==> src/rtl/cd101_pkg.sv <==
`default_nettype none
// ============================================================================
// Module   : cd101_pkg
// Purpose  : Shared definitions for the envelope follower. Holds the gate FSM
//            state encodings, the default sample width and the shift-clamp
//            helper used by the slew stage.
// Ports    : none (package)
// Revision : 1.0 - initial release
// ============================================================================
package cd101_pkg;

  // Default sample / envelope width in bits.
  localparam int W_DEFAULT = 8;

  // Width of the attack / release shift controls.
  localparam int SHIFT_W = 4;

  // Gate state machine encodings.
  typedef enum logic [1:0] {
    ST_OFF  = 2'd0,
    ST_ON   = 2'd1,
    ST_HOLD = 2'd2
  } gate_state_t;

  // Limit a shift amount to w-1 so a shift never exceeds the datapath width.
  function automatic logic [SHIFT_W-1:0] clamp_shift(input logic [SHIFT_W-1:0] s,
                                                     input int                 w);
    if (32'(s) > (w - 1)) begin
      return SHIFT_W'(w - 1);
    end
    return s;
  endfunction

endpackage
`default_nettype wire

==> src/rtl/env_slew.sv <==
`default_nettype none
// ============================================================================
// Module   : env_slew
// Purpose  : Combinational one-step envelope slew. Moves the envelope toward
//            the rectified sample by (difference >> shift), with a minimum
//            step of 1. The step never exceeds the difference, so the result
//            cannot overshoot the target or wrap.
// Ports    : rect     in  W  rectified (unsigned) sample
//            env      in  W  current envelope
//            ai       in  4  attack shift (already clamped)
//            ri       in  4  release shift (already clamped)
//            env_next out W  envelope after one step
// Revision : 1.0 - initial release
// ============================================================================
module env_slew
  import cd101_pkg::*;
#(
  parameter int W = W_DEFAULT
) (
  input  logic [W-1:0]       rect,
  input  logic [W-1:0]       env,
  input  logic [SHIFT_W-1:0] ai,
  input  logic [SHIFT_W-1:0] ri,
  output logic [W-1:0]       env_next
);

  logic               w_up;
  logic               w_down;
  logic [W-1:0]       w_diff;
  logic [SHIFT_W-1:0] w_shift;
  logic [W-1:0]       w_shifted;
  logic [W-1:0]       w_step;

  always_comb begin
    w_up      = (rect > env);
    w_down    = (rect < env);
    // Magnitude of the gap in whichever direction we are moving.
    w_diff    = w_up ? (rect - env) : (env - rect);
    w_shift   = w_up ? ai : ri;
    w_shifted = w_diff >> w_shift;
    // Minimum step of 1 guarantees convergence; when the gap is zero the
    // step is unused because neither direction is selected.
    w_step    = (w_shifted == '0) ? W'(1) : w_shifted;

    if (w_up) begin
      env_next = env + w_step;
    end else if (w_down) begin
      env_next = env - w_step;
    end else begin
      env_next = env;
    end
  end

endmodule
`default_nettype wire

==> src/rtl/env_follower.sv <==
`default_nettype none
// ============================================================================
// Module   : env_follower
// Purpose  : Audio envelope follower with hysteretic note gate. Each valid
//            sample is rectified, the envelope slews toward it (attack /
//            release shifts), and a OFF/ON/HOLD gate FSM evaluates the new
//            envelope against on/off thresholds with a hold time.
// Ports    : clk          in  1  system clock, rising edge
//            rst_n        in  1  asynchronous active-low reset
//            sample_valid in  1  one-cycle strobe qualifying sample
//            sample       in  W  signed audio sample
//            ai           in  4  attack shift (clamped to W-1)
//            ri           in  4  release shift (clamped to W-1)
//            thr_on       in  W  gate-on threshold
//            thr_off      in  W  gate-off threshold (effective min(thr_off,thr_on))
//            hold         in  8  hold time in valid samples
//            envelope     out W  tracked envelope
//            env_valid    out 1  strobe when envelope updated
//            gate         out 1  high while a note is detected
//            trig_pulse   out 1  strobe on gate rising edge
//            peak         out W  (only with ENV_FOLLOWER_PEAK_EN) max envelope
//                                since the last trig_pulse
// Config   : define ENV_FOLLOWER_PEAK_EN to add the peak output and register.
// Revision : 1.0 - initial release
// ============================================================================
module env_follower
  import cd101_pkg::*;
#(
  parameter int W = W_DEFAULT
) (
  input  logic                clk,
  input  logic                rst_n,
  input  logic                sample_valid,
  input  logic signed [W-1:0] sample,
  input  logic [3:0]          ai,
  input  logic [3:0]          ri,
  input  logic [W-1:0]        thr_on,
  input  logic [W-1:0]        thr_off,
  input  logic [7:0]          hold,
  output logic [W-1:0]        envelope,
  output logic                env_valid,
  output logic                gate,
  output logic                trig_pulse
`ifdef ENV_FOLLOWER_PEAK_EN
  ,
  output logic [W-1:0]        peak
`endif
);

  localparam logic [W-1:0] C_MOST_NEG = {1'b1, {(W-1){1'b0}}};
  localparam logic [W-1:0] C_POS_MAX  = {1'b0, {(W-1){1'b1}}};

  logic [W-1:0]       w_sample_u;
  logic [W-1:0]       w_rect;
  logic [SHIFT_W-1:0] w_ai;
  logic [SHIFT_W-1:0] w_ri;
  logic [W-1:0]       w_env_next;
  logic [W-1:0]       w_thr_eff;

  gate_state_t        r_state;
  gate_state_t        w_state_next;
  logic [7:0]         r_hold_cnt;
  logic [7:0]         w_hold_next;
  logic               w_trig;

  // --------------------------------------------------------------------------
  // Rectifier: the most-negative code has no positive twin, so it saturates.
  // --------------------------------------------------------------------------
  assign w_sample_u = sample;

  always_comb begin
    if (!w_sample_u[W-1]) begin
      w_rect = w_sample_u;
    end else if (w_sample_u == C_MOST_NEG) begin
      w_rect = C_POS_MAX;
    end else begin
      w_rect = ~w_sample_u + W'(1);
    end
  end

  assign w_ai      = clamp_shift(ai, W);
  assign w_ri      = clamp_shift(ri, W);
  // Off threshold above the on threshold would make the gate chatter; cap it.
  assign w_thr_eff = (thr_off < thr_on) ? thr_off : thr_on;

  env_slew #(
    .W (W)
  ) u_env_slew (
    .rect     (w_rect),
    .env      (envelope),
    .ai       (w_ai),
    .ri       (w_ri),
    .env_next (w_env_next)
  );

  // --------------------------------------------------------------------------
  // Gate FSM: state register
  // --------------------------------------------------------------------------
  always_ff @(posedge clk or negedge rst_n) begin
    if (!rst_n) begin
      r_state    <= ST_OFF;
      r_hold_cnt <= 8'd0;
    end else begin
      r_state    <= w_state_next;
      r_hold_cnt <= w_hold_next;
    end
  end

  // --------------------------------------------------------------------------
  // Gate FSM: next state, evaluated on the freshly computed envelope
  // --------------------------------------------------------------------------
  always_comb begin
    w_state_next = r_state;
    w_hold_next  = r_hold_cnt;
    w_trig       = 1'b0;

    if (sample_valid) begin
      case (r_state)
        ST_OFF: begin
          if (w_env_next >= thr_on) begin
            w_state_next = ST_ON;
            w_trig       = 1'b1;
          end
        end
        ST_ON: begin
          if (w_env_next < w_thr_eff) begin
            if (hold == 8'd0) begin
              w_state_next = ST_OFF;
            end else begin
              w_state_next = ST_HOLD;
              w_hold_next  = hold;
            end
          end
        end
        ST_HOLD: begin
          if (w_env_next >= thr_on) begin
            // Re-attack inside the hold window continues the same note.
            w_state_next = ST_ON;
            w_hold_next  = 8'd0;
          end else if (r_hold_cnt <= 8'd1) begin
            // The count covers the drop sample itself, so the last
            // decrement lands here and closes the gate.
            w_state_next = ST_OFF;
            w_hold_next  = 8'd0;
          end else begin
            w_hold_next  = r_hold_cnt - 8'd1;
          end
        end
        default: begin
          w_state_next = ST_OFF;
          w_hold_next  = 8'd0;
        end
      endcase
    end
  end

  // --------------------------------------------------------------------------
  // Registered outputs
  // --------------------------------------------------------------------------
  always_ff @(posedge clk or negedge rst_n) begin
    if (!rst_n) begin
      envelope   <= '0;
      env_valid  <= 1'b0;
      gate       <= 1'b0;
      trig_pulse <= 1'b0;
    end else begin
      env_valid  <= sample_valid;
      trig_pulse <= w_trig;
      gate       <= (w_state_next != ST_OFF);
      if (sample_valid) begin
        envelope <= w_env_next;
      end
    end
  end

`ifdef ENV_FOLLOWER_PEAK_EN
  // Peak restarts from the envelope that fired the trigger.
  always_ff @(posedge clk or negedge rst_n) begin
    if (!rst_n) begin
      peak <= '0;
    end else if (sample_valid) begin
      if (w_trig) begin
        peak <= w_env_next;
      end else if (w_env_next > peak) begin
        peak <= w_env_next;
      end
    end
  end
`endif

endmodule
`default_nettype wire

==> config.mk <==
export PLATFORM = sky130hd
export DESIGN_NAME = env_follower
export DESIGN_NICKNAME = d
export VERILOG_FILES = /design/src/rtl/cd101_pkg.sv /design/src/rtl/env_slew.sv /design/src/rtl/env_follower.sv
export SDC_FILE = /design/constraint.sdc
export NUM_CORES = 1
export LEC_CHECK = 0
export ABC_AREA = 1
export CAP_MARGIN = 20
export CORE_AREA = 2 2 106 108
export DETAILED_ROUTE_END_ITERATION = 10
export DIE_AREA = 0 0 108 110
export GPL_ROUTABILITY_DRIVEN = 0
export PLACE_DENSITY_LB_ADDON = 0.12
export SLEW_MARGIN = 0
export SYNTH_ARGS = -nofsm -noshare
export SYNTH_HDL_FRONTEND = slang
export SYNTH_SLANG_ARGS = --single-unit
==> constraint.sdc <==
create_clock -name clk -period 16.2 [get_ports clk]
set_clock_uncertainty 0.15 [all_clocks]
set_input_delay 4.86 -clock clk [delete_from_list [all_inputs] [get_ports clk]]
set_output_delay 4.86 -clock clk [all_outputs]
set_load 0.02 [all_outputs]
# Word-level counts from Yosys, hierarchy flattened
# Cells that the tools add are included.
[op_classes] add_sub_neg=6 order_cmp=8 n_eq_ne=5 n_shift=1 mux=29 bitwise_logic=2 n_reduce_logical=5
[ops] op="8-bit 2-to-1 mux" n=11
[ops] op="8-bit less-than comparator" n=3
[ops] op="8-bit case mux with 3 select lines" n=1
[ops] op="8-bit subtractor" n=3
[ops] op="4-bit 2-to-1 mux" n=5
[ops] op="8-bit zero test" n=2
[ops] op="2-bit 2-to-1 mux" n=6
[ops] op="8-bit by 1-bit adder with 8-bit output, second input constant" n=1
[ops] op="8-bit adder" n=1
[ops] op="8-bit == test, second input constant" n=1
[ops] op="8-bit >= comparator" n=1
[ops] op="4-bit by 3-bit > comparator with 1-bit output, second input constant" n=2
[ops] op="8-bit > comparator" n=1
[ops] op="8-bit by 1-bit <= comparator with 1-bit output, second input constant" n=1
[ops] op="8-bit NOT" n=1
[ops] op="8-bit by 4-bit >> shifter with 8-bit output" n=1
[ops] op="8-bit by 1-bit subtractor with 8-bit output, second input constant" n=1
[ops] op="2-bit case mux with 3 select lines" n=1
[ops] op="1-bit 2-to-1 mux" n=5
[ops] op="2-bit != test, second input constant" n=2
[ops] op="4-bit AND reduction" n=1
[ops] op="2-bit by 1-bit == test with 1-bit output, second input constant" n=1
[ops] op="2-bit == test, second input constant" n=1
[ops] op="2-bit zero test" n=1
[ops] op="other kinds (2)" n=2
[word_totals] regBits=21 in_bits=43 out_inout_bits=11 wordCells=62

# Depth between registers and ports, before layout
# Gate-level depths: netlist of run 1.
[depth] ltp_word=17 depth_mapped=52 mapped_depth_nobuf=51

# Modules after synthesis
# A second synthesis of run 1 with hierarchy kept.
[hier_totals] hier_cells=654 area_unflattened_um2=4100.2
[modules_own_cells] mod="env_slew" instances=1 cells_each=376 area_each_um2=2107.0
[modules_own_cells] mod="env_follower" instances=1 cells_each=278 area_each_um2=1993.2

# Worst setup path before layout of run 1
# OpenSTA, ideal clock, no wires.
[synth_timing] path_type="input -> register" start="in sample[1]" end="reg r_hold_cnt[1]" setup_time_ns=0.095 arrival_time_ns=10.585 path_slack_ns=5.369 cell_stages=48 n_path_buf=0 path_cell_list="inv_1 ha_1 nand2_1 nor2_1 nand2_1 nor2_1 inv_1 o211ai_1 inv_1 fa_1 o21ai_2 nand2_1 nand2_2 nand2_4 inv_2 nand2_1 o21ai_4 inv_4 (+12 left out) nand2_1 inv_1 o21ai_0 nand2_1 a21o_1 a21oi_1 xor2_1 a221oi_1 ha_1 nand2_1 o21ai_0 a21oi_1 nand2_1 nor2_1 inv_1 nor2_1 a21oi_1 o31ai_1"
[synth_via] elab_chain_len=15
[synth_rtl] element="start, declared" line="env_follower.sv:34" source="input logic signed [W-1:0] sample,"
[synth_rtl] element="8-bit NOT" line="env_follower.sv:77" source="w_rect = ~w_sample_u + W'(1);"
[synth_rtl] element="8-bit by 1-bit adder with 8-bit output" line="env_follower.sv:77"
[synth_rtl] element="8-bit 2-to-1 mux" line="env_follower.sv:74" source="end else if (w_sample_u == C_MOST_NEG) begin"
[synth_rtl] element="8-bit 2-to-1 mux (*)" line="env_follower.sv:72" source="if (!w_sample_u[W-1]) begin"
[synth_rtl] element="8-bit subtractor or 8-bit > comparator (tied branches)" line="env_slew.sv:38, env_slew.sv:35"
[synth_rtl] element="8-bit 2-to-1 mux or 4-bit 2-to-1 mux (tied branches)" line="env_slew.sv:38, env_slew.sv:39"
[synth_rtl] element="8-bit by 4-bit >> shifter with 8-bit output" line="env_slew.sv:40" source="w_shifted = w_diff >> w_shift;"
[synth_rtl] element="8-bit zero test" line="env_slew.sv:43" source="w_step = (w_shifted == '0) ? W'(1) : w_shifted;"
[synth_rtl] element="8-bit 2-to-1 mux" line="env_slew.sv:43"
[synth_rtl] element="8-bit subtractor" line="env_slew.sv:48" source="env_next = env - w_step;"
[synth_rtl] element="8-bit 2-to-1 mux" line="env_slew.sv:47" source="end else if (w_down) begin"
[synth_rtl] element="8-bit 2-to-1 mux (*)" line="env_slew.sv:45" source="if (w_up) begin"
[synth_rtl] element="named net u_env_slew.env_next[6]" line="env_slew.sv:24" source="output logic [W-1:0] env_next"
[synth_rtl] element="8-bit >= comparator or 8-bit less-than comparator (tied branches)" line="env_follower.sv:136, env_follower.sv:126"
[synth_rtl] element="8-bit 2-to-1 mux or 2-bit != test (tied branches)"
[synth_rtl] element="8-bit case mux with 3 select lines or 4-bit AND reduction (tied branches)"
[synth_rtl] element="end signal, assigned" line="env_follower.sv:105" source="r_hold_cnt <= w_hold_next;"
[synth_rtl] element="end, declared" line="env_follower.sv:62" source="logic [7:0] r_hold_cnt;"
# Mark *: on every way through the listed nets, which the timed path passes. The rest lies on a longest branch.
# A chain may end at the register's enable or synchronous reset.

# Worst setup path in the final report of run 1
[layout_timing] start="in sample[0]" end="reg r_hold_cnt[1]"
# Same word-level chain as after synthesis.

==> qor.json, run 1 <==
{
  "postSynthRegisterBits": {"value": 21},
  "via_count": {"value": 3676},
  "critical_path.startpoint_type": {"value": "input pin"},
  "remaining_drc_errors": {"value": 0},
  "dr.pass1.iters": {"value": 4},
  "synth_cell_type_count": {"value": 48},
  "layout.nets": {"value": 719},
  "mostFrequentLayoutCell": {"value": "sky130_fd_sc_hd__nand2_1"},
  "holdCritPathClass": {"value": "register to register"},
  "max_cap_viol_count": {"value": 0},
  "drt_wl_total": {"value": 9.92, "unit": "mm"},
  "worst_reg_to_reg_path_cell_count": {"value": 39},
  "synth_cells": {"value": 563},
  "core_area": {"value": 0.0107, "unit": "mm^2"},
  "synth_flop_cell": {"value": "sky130_fd_sc_hd__dfrtp_1"},
  "final-setup-viol-count": {"value": 0},
  "num_io_pins": {"value": 54},
  "design.die.area": {"value": 0.0119, "unit": "mm^2"},
  "report.final.hold_viol_count": {"value": 0},
  "synth_simple_gate_area_share": {"value": 29.2, "unit": "%"},
  "cts_tree": {"value": "yes"},
  "portBuffers": {"value": 53},
  "multi_input_comb_area": {"value": 0.00283, "unit": "mm^2"},
  "num-fill-cells": {"value": 1184},
  "yosys-mux-area-fraction": {"value": 0, "unit": "%"},
  "cp.buffers_inverters": {"value": 9},
  "final.setup.tns": {"value": 0, "unit": "ps"},
  "yosys.area_share.xor_xnor": {"value": 4.90, "unit": "%"},
  "wl_per_cell": {"value": 13.2, "unit": "um"},
  "detail_route.iter0.violations": {"value": 179},
  "hold_depth": {"value": 2},
  "route.antenna.remaining_nets": {"value": 0},
  "number_of_sinks_handled_by_clock_tree_synthesis": {"value": 21},
  "cts.clk_slew.worst_paths": {"value": 70, "unit": "ps"},
  "timing.final.max_slew_violations": {"value": 0},
  "synth-edff-count": {"value": 0},
  "first_global_vias": {"value": 3588},
  "timing.critical_path.depth": {"value": 47},
  "cts-root-to-sink-buffers": {"value": 2},
  "critical_path.max_stage_delay": {"value": 480, "unit": "ps"},
  "mappedNetlistArea": {"value": 0.00375, "unit": "mm^2"},
  "clock-root-buffer": {"value": "sky130_fd_sc_hd__clkbuf_8"},
  "hpwl": {"value": 8.41, "unit": "mm"},
  "main_combinational_cell_family_by_area_after_synthesis": {"value": "simple AND/OR/NAND/NOR gates"},
  "pin_count_of_the_biggest_net_entering_global_routing": {"value": 22},
  "critPathRequiredTime": {"value": 16220, "unit": "ps"},
  "placement.cell_area": {"value": 0.00438, "unit": "mm^2"},
  "areaGrowthSynthToFinish": {"value": 18.3, "unit": "%"},
  "maxSlewHeadroom": {"value": 56.1, "unit": "%"},
  "cp_slowest_cell": {"value": "sky130_fd_sc_hd__fa_1"},
  "critPathTopFamily": {"value": "compound AO/OA/AOI/OAI gates"},
  "share_of_flip_flops_with_an_asynchronous_set_or_reset_after_synthesis": {"value": 100, "unit": "%"},
  "htree_num_levels": {"value": 1},
  "worstSetupEndpointType": {"value": "register"},
  "crit_arrival": {"value": 12310, "unit": "ps"},
  "yosys_warnings": {"value": 0},
  "die_w": {"value": 108, "unit": "um"},
  "cts_resized": {"value": 0},
  "area_of_all_placed_cells_without_fillers": {"value": 0.00444, "unit": "mm^2"},
  "number_of_antenna_violations_at_the_first_check_in_global_routing": {"value": 0},
  "cts_buffers": {"value": 3},
  "period_share": {"value": 75.9, "unit": "%"},
  "timing_worst_slew_pin_value": {"value": 658, "unit": "ps"},
  "run_status": {"value": "complete, no violations"},
  "cts_hold_buf": {"value": 0},
  "top_library_cells_by_usage_in_the_layout_fill_and_taps_aside": {"value": "sky130_fd_sc_hd__nand2_1, sky130_fd_sc_hd__inv_1, sky130_fd_sc_hd__ha_1, sky130_fd_sc_hd__clkdlybuf4s50_1, sky130_fd_sc_hd__nor2_1"},
  "initial_core_util": {"value": 35.1, "unit": "%"},
  "rsz0062_at_grt": {"value": "no"},
  "finalNonFillerCells": {"value": 750},
  "dp_cells": {"value": 745},
  "yosys.area_share.adder": {"value": 22.5, "unit": "%"},
  "core.rowCount": {"value": 38},
  "cp_max_fo": {"value": 14},
  "synthesis.area_per_instance": {"value": 6.66, "unit": "um^2"},
  "mappedNetlistNets": {"value": 671},
  "dieHeight": {"value": 110, "unit": "um"},
  "synth_sequential_area_ratio": {"value": 14.0, "unit": "%"},
  "antenna_diode_instance_count": {"value": 0},
  "area.sequential": {"value": 526, "unit": "um^2"},
  "clk-insertion-delay-late": {"value": 260, "unit": "ps"},
  "final.min_clock_period": {"value": 12290, "unit": "ps"},
  "timing.fmax": {"value": 0.0814, "unit": "GHz"},
  "cp_common_cell": {"value": "sky130_fd_sc_hd__nand2_1"},
  "synth-compound-area-share": {"value": 18.7, "unit": "%"},
  "route.detailed.vias_per_inst": {"value": 4.90},
  "global_route.overflow_total": {"value": 0},
  "timing.setup.critical_path_class": {"value": "input pin to register"},
  "layout_cell_share_with_drive_strength_beyond_1": {"value": 4.92, "unit": "%"},
  "grt_first_pass_wirelength": {"value": 16.7, "unit": "mm"},
  "grt.total_usage": {"value": 17.5, "unit": "%"},
  "cts_post_setup_buffers_inserted": {"value": 0}
}
logic make-up after synthesis:
logic type      after synthesis
xor+xnor                     21
fa+ha+maj                    65
flops                        21
buf+inv                      95
simple gates                247
compound gates              114
through the flow:
step	utilization, %	hold WS (ps)	setup slack, ps
2_1_floorplan	-	324	5370
3_3_place_gp	40.9	353	3960
3_5_place_dp	40.9	358	3650
4_1_cts	41.3	375	3920
5_1_grt	41.5	416	2980
6_report	41.5	373	3910
cells in the mapped netlist (2+ instances only):
| cell | instances | share of area, % |
|---|---|---|
| sky130_fd_sc_hd__o31ai_1 | 5 | 1.0 |
| sky130_fd_sc_hd__nand2_1 | 136 | 14 |
| sky130_fd_sc_hd__xor2_1 | 15 | 3.5 |
| sky130_fd_sc_hd__o21ai_2 | 3 | 0.70 |
| sky130_fd_sc_hd__nand2_4 | 3 | 0.90 |
| sky130_fd_sc_hd__nand2_2 | 6 | 1.0 |
| sky130_fd_sc_hd__o21ai_0 | 37 | 4.9 |
| sky130_fd_sc_hd__inv_1 | 80 | 8.0 |
| sky130_fd_sc_hd__ha_1 | 61 | 20 |
| sky130_fd_sc_hd__a21oi_1 | 33 | 4.4 |
| sky130_fd_sc_hd__nor4_1 | 3 | 0.50 |
| sky130_fd_sc_hd__o21ai_4 | 2 | 0.87 |
| sky130_fd_sc_hd__nand3_2 | 2 | 0.53 |
| sky130_fd_sc_hd__buf_4 | 2 | 0.40 |
| sky130_fd_sc_hd__nand4_1 | 9 | 1.5 |
| sky130_fd_sc_hd__a221oi_1 | 3 | 0.70 |
| sky130_fd_sc_hd__dfrtp_1 | 21 | 14 |
| sky130_fd_sc_hd__xnor2_1 | 6 | 1.4 |
| sky130_fd_sc_hd__buf_2 | 2 | 0.27 |
| sky130_fd_sc_hd__a211oi_1 | 3 | 0.60 |
| sky130_fd_sc_hd__and2_1 | 2 | 0.33 |
| sky130_fd_sc_hd__clkbuf_1 | 3 | 0.30 |
| sky130_fd_sc_hd__buf_6 | 4 | 1.2 |
| sky130_fd_sc_hd__a22oi_1 | 4 | 0.80 |
| sky130_fd_sc_hd__nand3_1 | 32 | 4.3 |
| sky130_fd_sc_hd__nor2_1 | 42 | 4.2 |
| sky130_fd_sc_hd__fa_1 | 4 | 2.1 |
| sky130_fd_sc_hd__o21bai_1 | 4 | 0.80 |
| sky130_fd_sc_hd__o211ai_1 | 2 | 0.40 |
| sky130_fd_sc_hd__o221ai_1 | 4 | 0.93 |
| sky130_fd_sc_hd__o21ai_1 | 7 | 0.93 |
| sky130_fd_sc_hd__inv_2 | 3 | 0.30 |
| sky130_fd_sc_hd__nand3b_1 | 2 | 0.40 |
| sky130_fd_sc_hd__nor3_1 | 4 | 0.53 |
per-layer routing:
| metal | part of all wire, % | global-route usage [%] |
|---|---|---|
| met5 | 0 | 0 |
| met4 | 1.2 | 3.21 |
| met3 | 3.0 | 1.23 |
| met2 | 48 | 31.5 |
| met1 | 47 | 23.2 |
worst reg2reg max path: cells and delay by family, from the launching register on:
| kind | cells | cell delay, ps |
|---|---|---|
| AOI/OAI and AO/OA | 14 | 2260 |
| and+or+nand+nor | 14 | 1620 |
| adders and majority gates | 4 | 1360 |
| buffers and inverters | 6 | 790 |
| DFF | 1 | 530 |
| xor gates and xnor gates | 1 | 100 |
final timing paths:
check                               from             to  slack, ps
setup reg to reg             envelope[2]  r_hold_cnt[1]       9350
setup / recovery               sample[0]  r_hold_cnt[1]       3910
hold reg to reg            r_hold_cnt[1]  r_hold_cnt[1]        370
min in group asynchronous          rst_n           gate       4630
hold / removal             r_hold_cnt[1]  r_hold_cnt[1]        370
max in group asynchronous          rst_n  r_hold_cnt[7]      10890
final cells by class:
cell class | instances | area share [%]
Multi-Input combinational cell | 447 | 63.7
Sequential cell | 21 | 11.8
Clock buffer | 3 | 0.930
Timing Repair Buffer | 54 | 12.3
Inverter | 84 | 7.16
Tap cell | 140 | 3.95
Clock inverter | 1 | 0.113
sequential cells by signal, summed over array words and instances (netlist names):
name and cells:
envelope 8, gate 1, r_state 2, env_valid 1
r_hold_cnt 8, trig_pulse 1
Power of run 1 is not shown: default switching activity piles up to over one toggle a cycle in this logic, so the estimate is an artifact.
==> run 2: changes to the inputs <==
==> constraint.sdc (replaced) <==
create_clock -name clk -period 10.35 [get_ports clk]
set_clock_uncertainty 0.15 [all_clocks]
set_input_delay 3.105 -clock clk [delete_from_list [all_inputs] [get_ports clk]]
set_output_delay 3.105 -clock clk [all_outputs]
set_load 0.02 [all_outputs]
==> qor.json, run 2 (synthesis gave the netlist of run 1 again) <==
{
  "maxSlewHeadroom": {"value": 62.5, "unit": "%", "change": "was 56.1%"},
  "period_share": {"value": 94.2, "unit": "%"},
  "drt_wl_total": {"value": 10.4, "unit": "mm", "change": "was 9.92 mm"},
  "final-setup-viol-count": {"value": 0, "change": "unchanged"},
  "layout.nets": {"value": 738, "change": "was 719"},
  "mostFrequentLayoutCell": {"value": "sky130_fd_sc_hd__nand2_1", "change": "unchanged"},
  "pin_count_of_the_biggest_net_entering_global_routing": {"value": 22, "change": "unchanged"},
  "route.antenna.remaining_nets": {"value": 0, "change": "unchanged"},
  "areaGrowthSynthToFinish": {"value": 25.3, "unit": "%", "change": "was 18.3%"},
  "remaining_drc_errors": {"value": 0, "change": "unchanged"},
  "route.detailed.vias_per_inst": {"value": 4.96, "change": "was 4.90"},
  "cts-root-to-sink-buffers": {"value": 2, "change": "unchanged"},
  "timing.critical_path.from": {"value": "sample[0]", "change": "unchanged"},
  "holdCritPathClass": {"value": "register to register", "change": "unchanged"},
  "portBuffers": {"value": 53, "change": "unchanged"},
  "cp_common_cell": {"value": "sky130_fd_sc_hd__nand2_1", "change": "unchanged"},
  "layout_cell_share_with_drive_strength_beyond_1": {"value": 10.8, "unit": "%", "change": "was 4.92%"},
  "htree_num_levels": {"value": 1, "change": "unchanged"},
  "cts_hold_buf": {"value": 0, "change": "unchanged"},
  "antenna_diode_instance_count": {"value": 0, "change": "unchanged"},
  "finalNonFillerCells": {"value": 769, "change": "was 750"},
  "largest_registers": {"value": "envelope (8), r_hold_cnt (8), r_state (2)", "change": "unchanged"},
  "dr.pass1.iters": {"value": 4, "change": "unchanged"},
  "initial_core_util": {"value": 35.1, "unit": "%", "change": "unchanged"},
  "crit_arrival": {"value": 9750, "unit": "ps", "change": "was 12,310 ps"},
  "first_global_vias": {"value": 3707, "change": "was 3,588"},
  "dieHeight": {"value": 110, "unit": "um", "change": "unchanged"},
  "critical_path.max_stage_delay": {"value": 440, "unit": "ps", "change": "was 480 ps"},
  "max_cap_viol_count": {"value": 0, "change": "unchanged"},
  "top_library_cells_by_usage_in_the_layout_fill_and_taps_aside": {"value": "sky130_fd_sc_hd__nand2_1, sky130_fd_sc_hd__inv_1, sky130_fd_sc_hd__ha_1, sky130_fd_sc_hd__clkdlybuf4s50_1, sky130_fd_sc_hd__nor2_1", "change": "unchanged"},
  "core.rowCount": {"value": 38, "change": "unchanged"},
  "dp_cells": {"value": 754, "change": "was 745"},
  "timing.fmax": {"value": 0.103, "unit": "GHz"},
  "number_of_antenna_violations_at_the_first_check_in_global_routing": {"value": 0, "change": "unchanged"},
  "core_area": {"value": 0.0107, "unit": "mm^2", "change": "unchanged"},
  "via_count": {"value": 3816, "change": "was 3,676"},
  "setup.reg_to_reg.worst_slack": {"value": 4070, "unit": "ps", "change": "was 9350 ps"},
  "critPathRequiredTime": {"value": 10350, "unit": "ps", "change": "was 16,220 ps"},
  "run_status": {"value": "complete, no violations", "change": "unchanged"},
  "timing.final.max_slew_violations": {"value": 0, "change": "unchanged"},
  "cp_slowest_cell": {"value": "sky130_fd_sc_hd__clkdlybuf4s50_1", "change": "was sky130_fd_sc_hd__fa_1"},
  "num_io_pins": {"value": 54, "change": "unchanged"},
  "crit-reg2reg-capture": {"value": "gate", "change": "was r_hold_cnt[1]"},
  "cts_buffers": {"value": 3, "change": "unchanged"},
  "area.sequential": {"value": 526, "unit": "um^2", "change": "unchanged"},
  "worst_reg_to_reg_path_cell_count": {"value": 38, "change": "was 39"},
  "timing.setup.critical_path_class": {"value": "input pin to register", "change": "unchanged"},
  "cts_tree": {"value": "yes", "change": "unchanged"},
  "wl_per_cell": {"value": 13.5, "unit": "um", "change": "was 13.2 um"},
  "grt_first_pass_wirelength": {"value": 17.3, "unit": "mm", "change": "was 16.7 mm"},
  "clk-insertion-delay-late": {"value": 260, "unit": "ps", "change": "about the same"},
  "cts.clk_slew.worst_paths": {"value": 80, "unit": "ps", "change": "was 70 ps"},
  "final.min_clock_period": {"value": 9750, "unit": "ps"},
  "timing_worst_slew_pin_value": {"value": 560, "unit": "ps", "change": "was 658 ps"},
  "report.final.hold_viol_count": {"value": 0, "change": "unchanged"},
  "design.die.area": {"value": 0.0119, "unit": "mm^2", "change": "unchanged"},
  "critical_path.startpoint_type": {"value": "input pin", "change": "unchanged"},
  "num-fill-cells": {"value": 1134, "change": "was 1,184"},
  "cp_max_fo": {"value": 8, "change": "was 14"},
  "worstSetupEndpointType": {"value": "register", "change": "unchanged"},
  "number_of_sinks_handled_by_clock_tree_synthesis": {"value": 21, "change": "unchanged"},
  "detail_route.iter0.violations": {"value": 178, "change": "was 179"},
  "final.setup.tns": {"value": 0, "unit": "ps", "change": "unchanged"},
  "global_route.overflow_total": {"value": 0, "change": "unchanged"},
  "hpwl": {"value": 8.60, "unit": "mm", "change": "was 8.41 mm"},
  "reg2reg_from": {"value": "envelope[2]", "change": "unchanged"},
  "clock-root-buffer": {"value": "sky130_fd_sc_hd__clkbuf_8", "change": "unchanged"},
  "setup.worst_path.end": {"value": "gate", "change": "was r_hold_cnt[1]"},
  "die_w": {"value": 108, "unit": "um", "change": "unchanged"},
  "grt.total_usage": {"value": 18.0, "unit": "%", "change": "was 17.5%"},
  "multi_input_comb_area": {"value": 0.00293, "unit": "mm^2", "change": "was 0.00283 mm^2"}
}
run 2: cell count changes in the layout (fill, tap and decap cells not counted), moves of 3 or more:
cell	change
sky130_fd_sc_hd__buf_4	+16
sky130_fd_sc_hd__o21ai_0	-4
sky130_fd_sc_hd__a21oi_1	-3
sky130_fd_sc_hd__ha_1	-3
sky130_fd_sc_hd__ha_2	+3
sky130_fd_sc_hd__o21ai_2	+3
run 2: worst min path at each step:
| stage | from | to | slack (ps) | cells after the start |
|---|---|---|---|---|
| 5_1_grt | r_hold_cnt[1] | r_hold_cnt[1] | 420 | 2 |
| 3_3_place_gp | r_hold_cnt[1] | r_hold_cnt[1] | 360 | 2 |
| 4_1_cts | r_hold_cnt[1] | r_hold_cnt[1] | 400 | 2 |
| 6_report | r_hold_cnt[7] | r_hold_cnt[7] | 400 | 2 |
| 2_1_floorplan | r_hold_cnt[1] | r_hold_cnt[1] | 320 | 2 |
| 3_5_place_dp | r_hold_cnt[1] | r_hold_cnt[1] | 380 | 2 |
run 2: routing by layer:
layer / GRT usage (%) / part of all wire, % / vias to the layer above
met3: 1.29 / 3.4 / 12
li1: - / - / 2007
met1: 23.3 / 46 / 1716
met4: 3.75 / 1.7 / 0
met5: 0 / 0 / -
met2: 32.8 / 49 / 81
run 2: metrics by stage:
stage	area (um^2)	hold slack [ps]	utilization, %	setup slack [ps]
finish	4700	400	43.9	602
global placement	4440	361	41.5	113
detailed placement	4440	378	41.5	-137
global route	4700	417	43.9	-60.1
CTS	4490	396	42.0	122
floorplan	3750	324	-	1270
run 2: layout make-up:
type,instances,share of cell area (%)
Multi-Input combinational cell,448,62.3
Inverter,84,7.03
Sequential cell,21,11.2
Clock inverter,1,0.106
Clock buffer,3,0.878
Tap cell,140,3.73
Timing Repair Buffer,72,14.7
run 2: worst max-delay path: cells and delay by family:
kind | cells | cell delay [ps]
buf+inv | 8 | 1150
fa+ha+maj | 5 | 1360
simple gates | 17 | 1670
xor+xnor | 1 | 90
compound gates | 15 | 2320
run 2: repair_timing:
item / CTS / global route
setup buffers: 0 / 9
setup endpoints to repair: 0 / 12
resized for setup: 0 / 34
Power of run 2 is left out for the same reason.
==> run 3: changes to the inputs <==
--- a/config.mk
+++ b/config.mk
@@ -6,7 +6,6 @@
 export NUM_CORES = 1
 export LEC_CHECK = 0
 export ABC_AREA = 1
-export CAP_MARGIN = 20
 export CORE_AREA = 2 2 106 108
 export DETAILED_ROUTE_END_ITERATION = 10
 export DIE_AREA = 0 0 108 110
==> qor.json, run 3 (synthesis gave the netlist of run 1 again) <==
{
  "remaining_drc_errors": {"value": 0, "change": "unchanged"},
  "route.detailed.vias_per_inst": {"value": 4.96, "change": "about the same"},
  "grt_first_pass_wirelength": {"value": 17.3, "unit": "mm", "change": "unchanged"},
  "design.die.area": {"value": 0.0119, "unit": "mm^2", "change": "unchanged"},
  "preCtsSetupSlack": {"value": -137, "unit": "ps", "change": "unchanged"},
  "clock-root-buffer": {"value": "sky130_fd_sc_hd__clkbuf_8", "change": "unchanged"},
  "top_library_cells_by_usage_in_the_layout_fill_and_taps_aside": {"value": "sky130_fd_sc_hd__nand2_1, sky130_fd_sc_hd__inv_1, sky130_fd_sc_hd__ha_1, sky130_fd_sc_hd__clkdlybuf4s50_1, sky130_fd_sc_hd__nor2_1", "change": "unchanged"},
  "die_w": {"value": 108, "unit": "um", "change": "unchanged"},
  "cp_common_cell": {"value": "sky130_fd_sc_hd__nand2_1", "change": "unchanged"},
  "worstSetupEndpointType": {"value": "register", "change": "unchanged"},
  "timing.hold.worst.start": {"value": "r_hold_cnt[7]", "change": "unchanged"},
  "num_io_pins": {"value": 54, "change": "unchanged"},
  "holdCritPathClass": {"value": "register to register", "change": "unchanged"},
  "timing.fmax": {"value": 0.103, "unit": "GHz", "change": "about the same"},
  "timing.setup.critical_path_class": {"value": "input pin to register", "change": "unchanged"},
  "timing.final.max_slew_violations": {"value": 0, "change": "unchanged"},
  "first_global_vias": {"value": 3707, "change": "unchanged"},
  "via_count": {"value": 3813, "change": "was 3,816"},
  "drt_wl_total": {"value": 10.4, "unit": "mm", "change": "about the same"},
  "initial_core_util": {"value": 35.1, "unit": "%", "change": "unchanged"},
  "critical_path.max_stage_delay": {"value": 440, "unit": "ps", "change": "about the same"},
  "final-setup-viol-count": {"value": 0, "change": "unchanged"},
  "portBuffers": {"value": 53, "change": "unchanged"},
  "cp_max_fo": {"value": 16, "change": "was 8"},
  "dieHeight": {"value": 110, "unit": "um", "change": "unchanged"},
  "crit_arrival": {"value": 9770, "unit": "ps", "change": "was 9750 ps"},
  "global_route.overflow_total": {"value": 0, "change": "unchanged"},
  "cp_slowest_cell": {"value": "sky130_fd_sc_hd__clkdlybuf4s50_1", "change": "unchanged"},
  "dp_cells": {"value": 754, "change": "unchanged"},
  "core_area": {"value": 0.0107, "unit": "mm^2", "change": "unchanged"},
  "period_share": {"value": 94.1, "unit": "%", "change": "was 94.2%"},
  "dr.pass1.iters": {"value": 4, "change": "unchanged"},
  "layout_cell_share_with_drive_strength_beyond_1": {"value": 10.7, "unit": "%", "change": "was 10.8%"},
  "cts-root-to-sink-buffers": {"value": 2, "change": "unchanged"},
  "final.setup.tns": {"value": 0, "unit": "ps", "change": "unchanged"},
  "wl_per_cell": {"value": 13.5, "unit": "um", "change": "about the same"},
  "clk-insertion-delay-late": {"value": 260, "unit": "ps", "change": "about the same"},
  "layout.nets": {"value": 737, "change": "was 738"},
  "fin_ws": {"value": 606, "unit": "ps", "change": "was 602 ps"},
  "mostFrequentLayoutCell": {"value": "sky130_fd_sc_hd__nand2_1", "change": "unchanged"},
  "cts.clk_slew.worst_paths": {"value": 80, "unit": "ps", "change": "about the same"},
  "critPathRequiredTime": {"value": 10370, "unit": "ps", "change": "was 10,350 ps"},
  "cts_tree": {"value": "yes", "change": "unchanged"},
  "detail_route.iter0.violations": {"value": 193, "change": "was 178"},
  "antenna_diode_instance_count": {"value": 0, "change": "unchanged"},
  "tightest_hold_margin": {"value": 400, "unit": "ps", "change": "about the same"},
  "maxSlewHeadroom": {"value": 34.7, "unit": "%", "change": "was 62.5%"},
  "reg2reg_from": {"value": "envelope[2]", "change": "unchanged"},
  "cp.buffers_inverters": {"value": 9, "change": "was 8"},
  "finalNonFillerCells": {"value": 768, "change": "was 769"},
  "grt.total_usage": {"value": 18.0, "unit": "%", "change": "unchanged"},
  "max_cap_viol_count": {"value": 0, "change": "unchanged"},
  "critical_path.startpoint_type": {"value": "input pin", "change": "unchanged"},
  "htree_num_levels": {"value": 1, "change": "unchanged"},
  "core.rowCount": {"value": 38, "change": "unchanged"},
  "timing_worst_slew_pin_value": {"value": 977, "unit": "ps", "change": "was 560 ps"},
  "route.antenna.remaining_nets": {"value": 0, "change": "unchanged"},
  "report.final.hold_viol_count": {"value": 0, "change": "unchanged"},
  "hpwl": {"value": 8.60, "unit": "mm", "change": "unchanged"},
  "largest_registers": {"value": "envelope (8), r_hold_cnt (8), r_state (2)", "change": "unchanged"},
  "number_of_sinks_handled_by_clock_tree_synthesis": {"value": 21, "change": "unchanged"},
  "run_status": {"value": "complete, no violations", "change": "unchanged"},
  "timing.critical_path.from": {"value": "sample[0]", "change": "unchanged"},
  "number_of_antenna_violations_at_the_first_check_in_global_routing": {"value": 0, "change": "unchanged"},
  "critPathTopFamily": {"value": "compound AO/OA/AOI/OAI gates", "change": "unchanged"},
  "areaGrowthSynthToFinish": {"value": 25.0, "unit": "%", "change": "was 25.3%"},
  "cts_buffers": {"value": 3, "change": "unchanged"},
  "pin_count_of_the_biggest_net_entering_global_routing": {"value": 22, "change": "unchanged"},
  "final.min_clock_period": {"value": 9740, "unit": "ps", "change": "was 9750 ps"}
}
-- run 3: cell count changes in the layout (fill, tap and decap cells not counted) --
cell                    before  now
sky130_fd_sc_hd__buf_6       2    1
-- run 3: path summary, 6_finish.rpt --
| kind | slack (ps) | to | cells past startpoint |
|---|---|---|---|
| max | 610 | r_hold_cnt[7] | 46 |
| min | 400 | r_hold_cnt[7] | 2 |
| max reg2reg | 4060 | r_hold_cnt[7] | 38 |
| min reg2reg | 400 | r_hold_cnt[7] | 2 |
| max in group asynchronous | 6230 | envelope[2] | 1 |
| min in group asynchronous | 3230 | r_state[0] | 1 |
-- run 3: per-layer routing --
metal,track usage [%],part of all wire (%)
met5,0,0
met4,3.75,1.7
met1,23.3,46
met2,32.8,49
met3,1.29,3.1
-- run 3: tightest hold or removal path, stage by stage (launching register included) --
cell,delay (ps)
sky130_fd_sc_hd__dfrtp_1,390
sky130_fd_sc_hd__nand2_1,70
sky130_fd_sc_hd__o31ai_1,60
-- run 3: final cells by class --
type                            instances  area [um^2]
Fill cell                            1133         6010
Timing Repair Buffer                   71          682
Inverter                               84          330
Multi-Input combinational cell        448         2930
Tap cell                              140          175
Sequential cell                        21          526
Clock inverter                          1         5.00
Clock buffer                            3         41.3
-- run 3: stage by stage --
| stage | cell area [um^2] | utilization [%] |
|---|---|---|
| 2_1_floorplan | 3750 | - |
| 3_3_place_gp | 4440 | 41.5 |
| 3_5_place_dp | 4440 | 41.5 |
| 4_1_cts | 4490 | 42.0 |
| 5_1_grt | 4690 | 43.8 |
| 6_report | 4690 | 43.8 |
-- run 3: what timing repair did --
action                     4_1_cts  5_1_grt
setup buffers                    0        9
setup endpoints to repair        0       12
resized for setup                0       34
hold buffers                     0        0
Power of run 3 is left out for the same reason.
